$ cat config.mk
export PLATFORM = sky130hd
export DESIGN_NAME = wb_stage
export DESIGN_NICKNAME = d
export VERILOG_FILES = /design/src/rtl/wb_stage_pkg.sv /design/src/rtl/wb_stage_load_extend.sv /design/src/rtl/wb_stage.sv
export SDC_FILE = /design/constraint.sdc
export NUM_CORES = 1
export LEC_CHECK = 0
export CORE_UTILIZATION = 45
export DETAILED_ROUTE_END_ITERATION = 10
export GPL_ROUTABILITY_DRIVEN = 0
export GPL_TIMING_DRIVEN = 0
export MAX_ROUTING_LAYER = met4
export PLACE_DENSITY = 0.88
export SYNTH_ARGS = -nofsm -noshare
export SYNTH_HDL_FRONTEND = slang
export SYNTH_HIERARCHICAL = 1
export SYNTH_SLANG_ARGS = --single-unit
$ cat constraint.sdc
create_clock -name clk -period 2.64 [get_ports clk]
set_clock_uncertainty 0.1 [all_clocks]
set_input_delay 0.528 -clock clk [delete_from_list [all_inputs] [get_ports clk]]
set_output_delay 0.528 -clock clk [all_outputs]
set_load 0.01 [all_outputs]
$ cat src/rtl/wb_stage_pkg.sv
// wb_stage_pkg: shared types for the writeback stage (words, register addresses, load sizes, FSM states, slot record)
package wb_stage_pkg;

    typedef logic [31:0] word_t;
    typedef logic [4:0]  creg_addr_t;

    // Encoding 3 is reserved and behaves as a full word load
    typedef enum logic [1:0] {
        LS_BYTE = 2'd0,
        LS_HALF = 2'd1,
        LS_WORD = 2'd2,
        LS_RSVD = 2'd3
    } load_size_t;

    typedef enum logic [1:0] {
        WB_EMPTY     = 2'd0,
        WB_READY     = 2'd1,
        WB_WAIT_DATA = 2'd2
    } wb_state_t;

    typedef struct packed {
        word_t      pc;
        creg_addr_t dst;
        logic       wen;
        logic       is_load;
        load_size_t load_size;
        logic       load_unsigned;
        logic [1:0] addr_lo;
        word_t      alu_result;
    } wb_slot_t;

endpackage

$ cat src/rtl/wb_stage_load_extend.sv
// wb_stage_load_extend: little-endian lane select and sign/zero extension of raw load data
//   raw_i      raw aligned word from the data bus
//   size_i     byte / half / word (reserved encoding acts as word)
//   unsigned_i zero-extend instead of sign-extend
//   addr_lo_i  low two bits of the load address, selects the lane
//   data_o     extended value for the register file
module wb_stage_load_extend
    import wb_stage_pkg::*;
(
    input  word_t      raw_i,
    input  load_size_t size_i,
    input  logic       unsigned_i,
    input  logic [1:0] addr_lo_i,
    output word_t      data_o
);

    logic [7:0]  byte_lane;
    logic [15:0] half_lane;

    always_comb begin
        byte_lane = raw_i[{addr_lo_i, 3'b000} +: 8];
        half_lane = addr_lo_i[1] ? raw_i[31:16] : raw_i[15:0];
        data_o    = (size_i == LS_BYTE) ? {{24{~unsigned_i & byte_lane[7]}}, byte_lane} :
                    (size_i == LS_HALF) ? {{16{~unsigned_i & half_lane[15]}}, half_lane} :
                    raw_i;
    end

endmodule

$ cat src/rtl/wb_stage.sv
// wb_stage: writeback stage; holds one retiring instruction, waits for load data, drives regfile write and forwarding
//   clk, resetn                         clock, async active-low reset
//   m_valid/m_ready + m_* fields        handshake and instruction record from the memory stage
//   dresp_valid, dresp_data             data-bus read response (only meaningful while a load waits)
//   wa3, wd3, write_enable              register-file write port
//   fwd_valid/ready/addr/data           pending-write bypass information for decode
//   commit_valid, commit_pc             retire strobe and PC of the last retired instruction
module wb_stage
    import wb_stage_pkg::*;
#(
    parameter word_t RESET_PC = 32'hbfc0_0000
) (
    input  logic       clk,
    input  logic       resetn,
    input  logic       m_valid,
    output logic       m_ready,
    input  word_t      m_pc,
    input  creg_addr_t m_dst,
    input  logic       m_wen,
    input  logic       m_is_load,
    input  load_size_t m_load_size,
    input  logic       m_load_unsigned,
    input  logic [1:0] m_addr_lo,
    input  word_t      m_alu_result,
    input  logic       dresp_valid,
    input  word_t      dresp_data,
    output creg_addr_t wa3,
    output word_t      wd3,
    output logic       write_enable,
    output logic       fwd_valid,
    output logic       fwd_ready,
    output creg_addr_t fwd_addr,
    output word_t      fwd_data,
    output logic       commit_valid,
    output word_t      commit_pc
);

    wb_state_t state_q, state_d;
    wb_slot_t  slot_q, slot_d;
    word_t     commit_pc_q, commit_pc_d;
    word_t     load_data;
    word_t     result;
    logic      commit;
    logic      accept;
    logic      writes_reg;

    wb_stage_load_extend u_load_extend (
        .raw_i      (dresp_data),
        .size_i     (slot_q.load_size),
        .unsigned_i (slot_q.load_unsigned),
        .addr_lo_i  (slot_q.addr_lo),
        .data_o     (load_data)
    );

    // A response only counts once the load already sits in WAIT_DATA; in any other state it is dropped
    always_comb begin
        commit      = (state_q == WB_READY) || (state_q == WB_WAIT_DATA && dresp_valid);
        m_ready     = (state_q == WB_EMPTY) || commit;
        accept      = m_valid && m_ready;
        writes_reg  = slot_q.wen && (slot_q.dst != '0);
        result      = slot_q.is_load ? load_data : slot_q.alu_result;
        state_d     = accept ? (m_is_load ? WB_WAIT_DATA : WB_READY) :
                      commit ? WB_EMPTY : state_q;
        slot_d      = accept ? '{pc: m_pc, dst: m_dst, wen: m_wen, is_load: m_is_load,
                                 load_size: m_load_size, load_unsigned: m_load_unsigned,
                                 addr_lo: m_addr_lo, alu_result: m_alu_result} : slot_q;
        commit_pc_d = commit ? slot_q.pc : commit_pc_q;
    end

    always_comb begin
        commit_valid = commit;
        write_enable = commit && writes_reg;
        wa3          = commit ? slot_q.dst : '0;
        wd3          = commit ? result : '0;
        fwd_valid    = (state_q != WB_EMPTY) && writes_reg;
        fwd_ready    = commit;
        fwd_addr     = slot_q.dst;
        fwd_data     = result;
        commit_pc    = commit_pc_q;
    end

    always_ff @(posedge clk or negedge resetn) begin
        if (!resetn) begin
            state_q     <= WB_EMPTY;
            slot_q      <= '0;
            commit_pc_q <= RESET_PC;
        end else begin
            state_q     <= state_d;
            slot_q      <= slot_d;
            commit_pc_q <= commit_pc_d;
        end
    end

endmodule

==> results.sh <==
export IMPL_status="finished with violations"
export IMPL_violations="setup timing"
export IMPL_crit_path_end_kind="output pin"
export IMPL_io_buffers=222
export IMPL_fp_coreArea_sq_um=12800
export IMPL_power_frac_comb_pct=52.8
export IMPL_cts_buffers=9
export IMPL_crit_path_top_delay_cell="mux4_2"
export IMPL_tns_ns=-16.12
export IMPL_place_inst=857
export IMPL_firstDrtPassIters=5
export IMPL_fp_dieH_microns=117
export IMPL_final_max_slew_viol_count=0
export IMPL_yosys_top_cells_area="dfrtp_1 42%, mux2_2 21%, mux2_4 7.3%"
export IMPL_cp_max_fo=7
export IMPL_setup_ws_ns=-0.378
export IMPL_die_x_microns=117
export IMPL_finalCritPeriodShare_pct=114
export IMPL_clk_latency_ns=0.35
export IMPL_num_rows=41
export IMPL_netlist_area_sq_um=5990
export IMPL_cp_required_ns=2.01
export IMPL_crit_chain="buf_6, mux4_2, nand3_4, buf_8, buf_6, o21ai_2, mux2_4, and2_4, buf_6"
export IMPL_ir_drop_mv=0.658
export IMPL_grt_pass1_wl_microns=27600
export IMPL_synth_edf_count=0
export IMPL_synthArstFlopShare_pct=100
export IMPL_slowest_delay_ns=0.54
export IMPL_grt_use_total_pct=26.6
export IMPL_worst_setup_path_start_kind="flop"
export IMPL_cts_root_buf="clkbuf_16"
export IMPL_grt_pass1_vias=5117
export IMPL_p_sw_share_pct=32.2
export IMPL_clkPwrFrac_pct=16.2
export IMPL_h_tree_depth=3
export IMPL_critical_path_depth=9
export IMPL_final_cell_mix="127 x clkdlybuf4s50_1, 99 x dfrtp_1, 85 x buf_6"
export IMPL_p_total_w=0.00804
export IMPL_fin_nets=838
export IMPL_cp_common_cell="buf_6"
export IMPL_min_period_ns=3.02
export IMPL_drt_wl_total_microns=18500
export IMPL_regArea_sq_um=2770
export IMPL_holdWs_ns=0.0380
export IMPL_nFillCells=816
export IMPL_synthFlopType="dfrtp_1"
export IMPL_syn_inst=462
export IMPL_insertedDiodeCount=0
export IMPL_initial_core_util_pct=46.7
export IMPL_drive_gt1_share_pct=52.1
export IMPL_wl_per_cell_microns=20.4
export IMPL_routed_via_density=5.39
export IMPL_die_area_sq_um=13800
export IMPL_p_int_w=0.00545
export IMPL_via_count=4869
export IMPL_ys_types=33
export IMPL_post_route_drc_count=0
export IMPL_drt_iter0_drc=331
export IMPL_leakage_nw=4.24
export IMPL_pre_cts_ws_ns=-0.992
export IMPL_timing_fmax_mhz=331
export IMPL_grt_max_degree=75
export IMPL_multi_input_area_sq_um=3280
export IMPL_maxCapViolCount=0
export IMPL_final_hold_violation_count=0
export IMPL_arrival_ns=2.39
export IMPL_cts_max_path_buffers=2
export IMPL_yosysSeqAreaShare_pct=46.1
export IMPL_cp_num_buf_inv=4
export IMPL_hpwl_microns=12400
export IMPL_syn_nets=574
export IMPL_hp_class="input port to asynchronous set/reset pin"
export IMPL_yosys_warnings=6
export IMPL_yosysTopAreaCell="dfrtp_1"
export IMPL_antenna_found_initial=0
export IMPL_cts_sinks=110
export IMPL_cts_tree="built"
export IMPL_synth_seq_cells=110
export IMPL_rsz0062_at_grt="true"
export IMPL_grt_overflow=0
export IMPL_avgSynthCellArea_sq_um=13.0
export IMPL_p_switching_w=0.00259
export IMPL_syn_to_final_growth_pct=58.6
export IMPL_slew_headroom_pct=60.0
export IMPL_crit_family="multiplexers"
export IMPL_r2r_cells=5
export IMPL_io_pins=223
export IMPL_ant_nets=0
export IMPL_yosysTopAreaCellShare_pct=42.2
export IMPL_power_density_nw_per_um2=846
export IMPL_seq_power_share_pct=30.9
export IMPL_cts_hold_fix_buffers=0
export IMPL_setup_viol=64
export IMPL_stdcell_count=903
export IMPL_final_common_cell="clkdlybuf4s50_1"
export IMPL_tightest_slew_ns=0.600
export IMPL_clkTransAtPathRegs_ns=0.07
export IMPL_worstSetupPathType="flop to output pin"
==> cell type report <==
type                            instances  area share [%]
Multi-Input combinational cell        308            34.5
Buffer                                 39            3.34
Clock buffer                           12            2.59
Tap cell                              172            2.26
Clock inverter                          4           0.342
Inverter                                2          0.0790
Timing Repair Buffer                  256            27.8
Sequential cell                       110            29.1
==> metrics by stage <==
step | utilization, % | instance area (sq um)
detailed placement | 65.9 | 8450
global placement | 65.7 | 8430
floorplan | - | 5990
global route | 74.1 | 9500
CTS | 71.3 | 9140
finish | 74.1 | 9500
==> synth_stat cells (3+ instances only) <==
cell type,n
o21ai_0,13
dfstp_2,9
o22ai_1,7
buf_6,3
nor2b_1,32
dfrtp_1,101
mux2_2,112
mux4_1,7
buf_8,5
and3b_1,8
mux2_4,29
a211oi_1,7
buf_4,14
nand3_1,9
nor2_1,10
buf_2,5
and2_1,37
nand2_1,13
o21ai_2,12
clkbuf_1,13
==> flip-flops by register name, summed over array words and instances, names as in the netlist <==
signal / cells
commit_pc: 32
fwd_addr: 5
slot_q: 71
state_q: 2
==> worst paths after layout <==
kind                       startpoint             to  slack (ns)
max in group asynchronous      resetn  commit_pc[31]        1.62
hold / removal                 resetn      slot_q[9]        0.04
hold reg to reg            slot_q[55]     slot_q[55]        0.41
setup reg to reg           state_q[0]      slot_q[4]        0.83
min in group clk           slot_q[55]     slot_q[55]        0.41
setup / recovery           slot_q[32]        wd3[25]       -0.38
==> power by group through the flow <==
stage	clock network (W)	registers [W]	logic, W
floorplan	0	0.00254	0.00167
CTS	0.00134	0.00248	0.00382
global placement	0	0.00246	0.00340
finish	0.00130	0.00249	0.00425
detailed placement	0	0.00250	0.00347
global route	0.00139	0.00254	0.00445
==> cell families (layout without fill, tap and decap cells) <==
logic type             count (synthesis)  after routing  synth area share (%)
multiplexers                         149            149                  31.8
AND/OR/NAND/NOR                      114            114                  11.4
flip-flops                           110            110                  46.1
AO/OA/AOI/OAI                         45             45                  5.58
buffers and inverters                 44            313                  5.10
==> metal layers <==
layer	vias to the layer above	share of wire [%]	global-route usage (%)
li1	2144	-	-
met1	2417	39	31.5
met2	260	51	44.5
met3	48	6.6	5.98
met4	0	3.1	9.33
met5	-	0	-
==> what timing repair did <==
action                     4_1_cts  5_1_grt
gates cloned                     2        0
pin swaps                       30       10
gates resized for setup        417       82
buffers inserted                16       18
setup endpoints to repair       73       65
(Power assumes the default switching activity.)
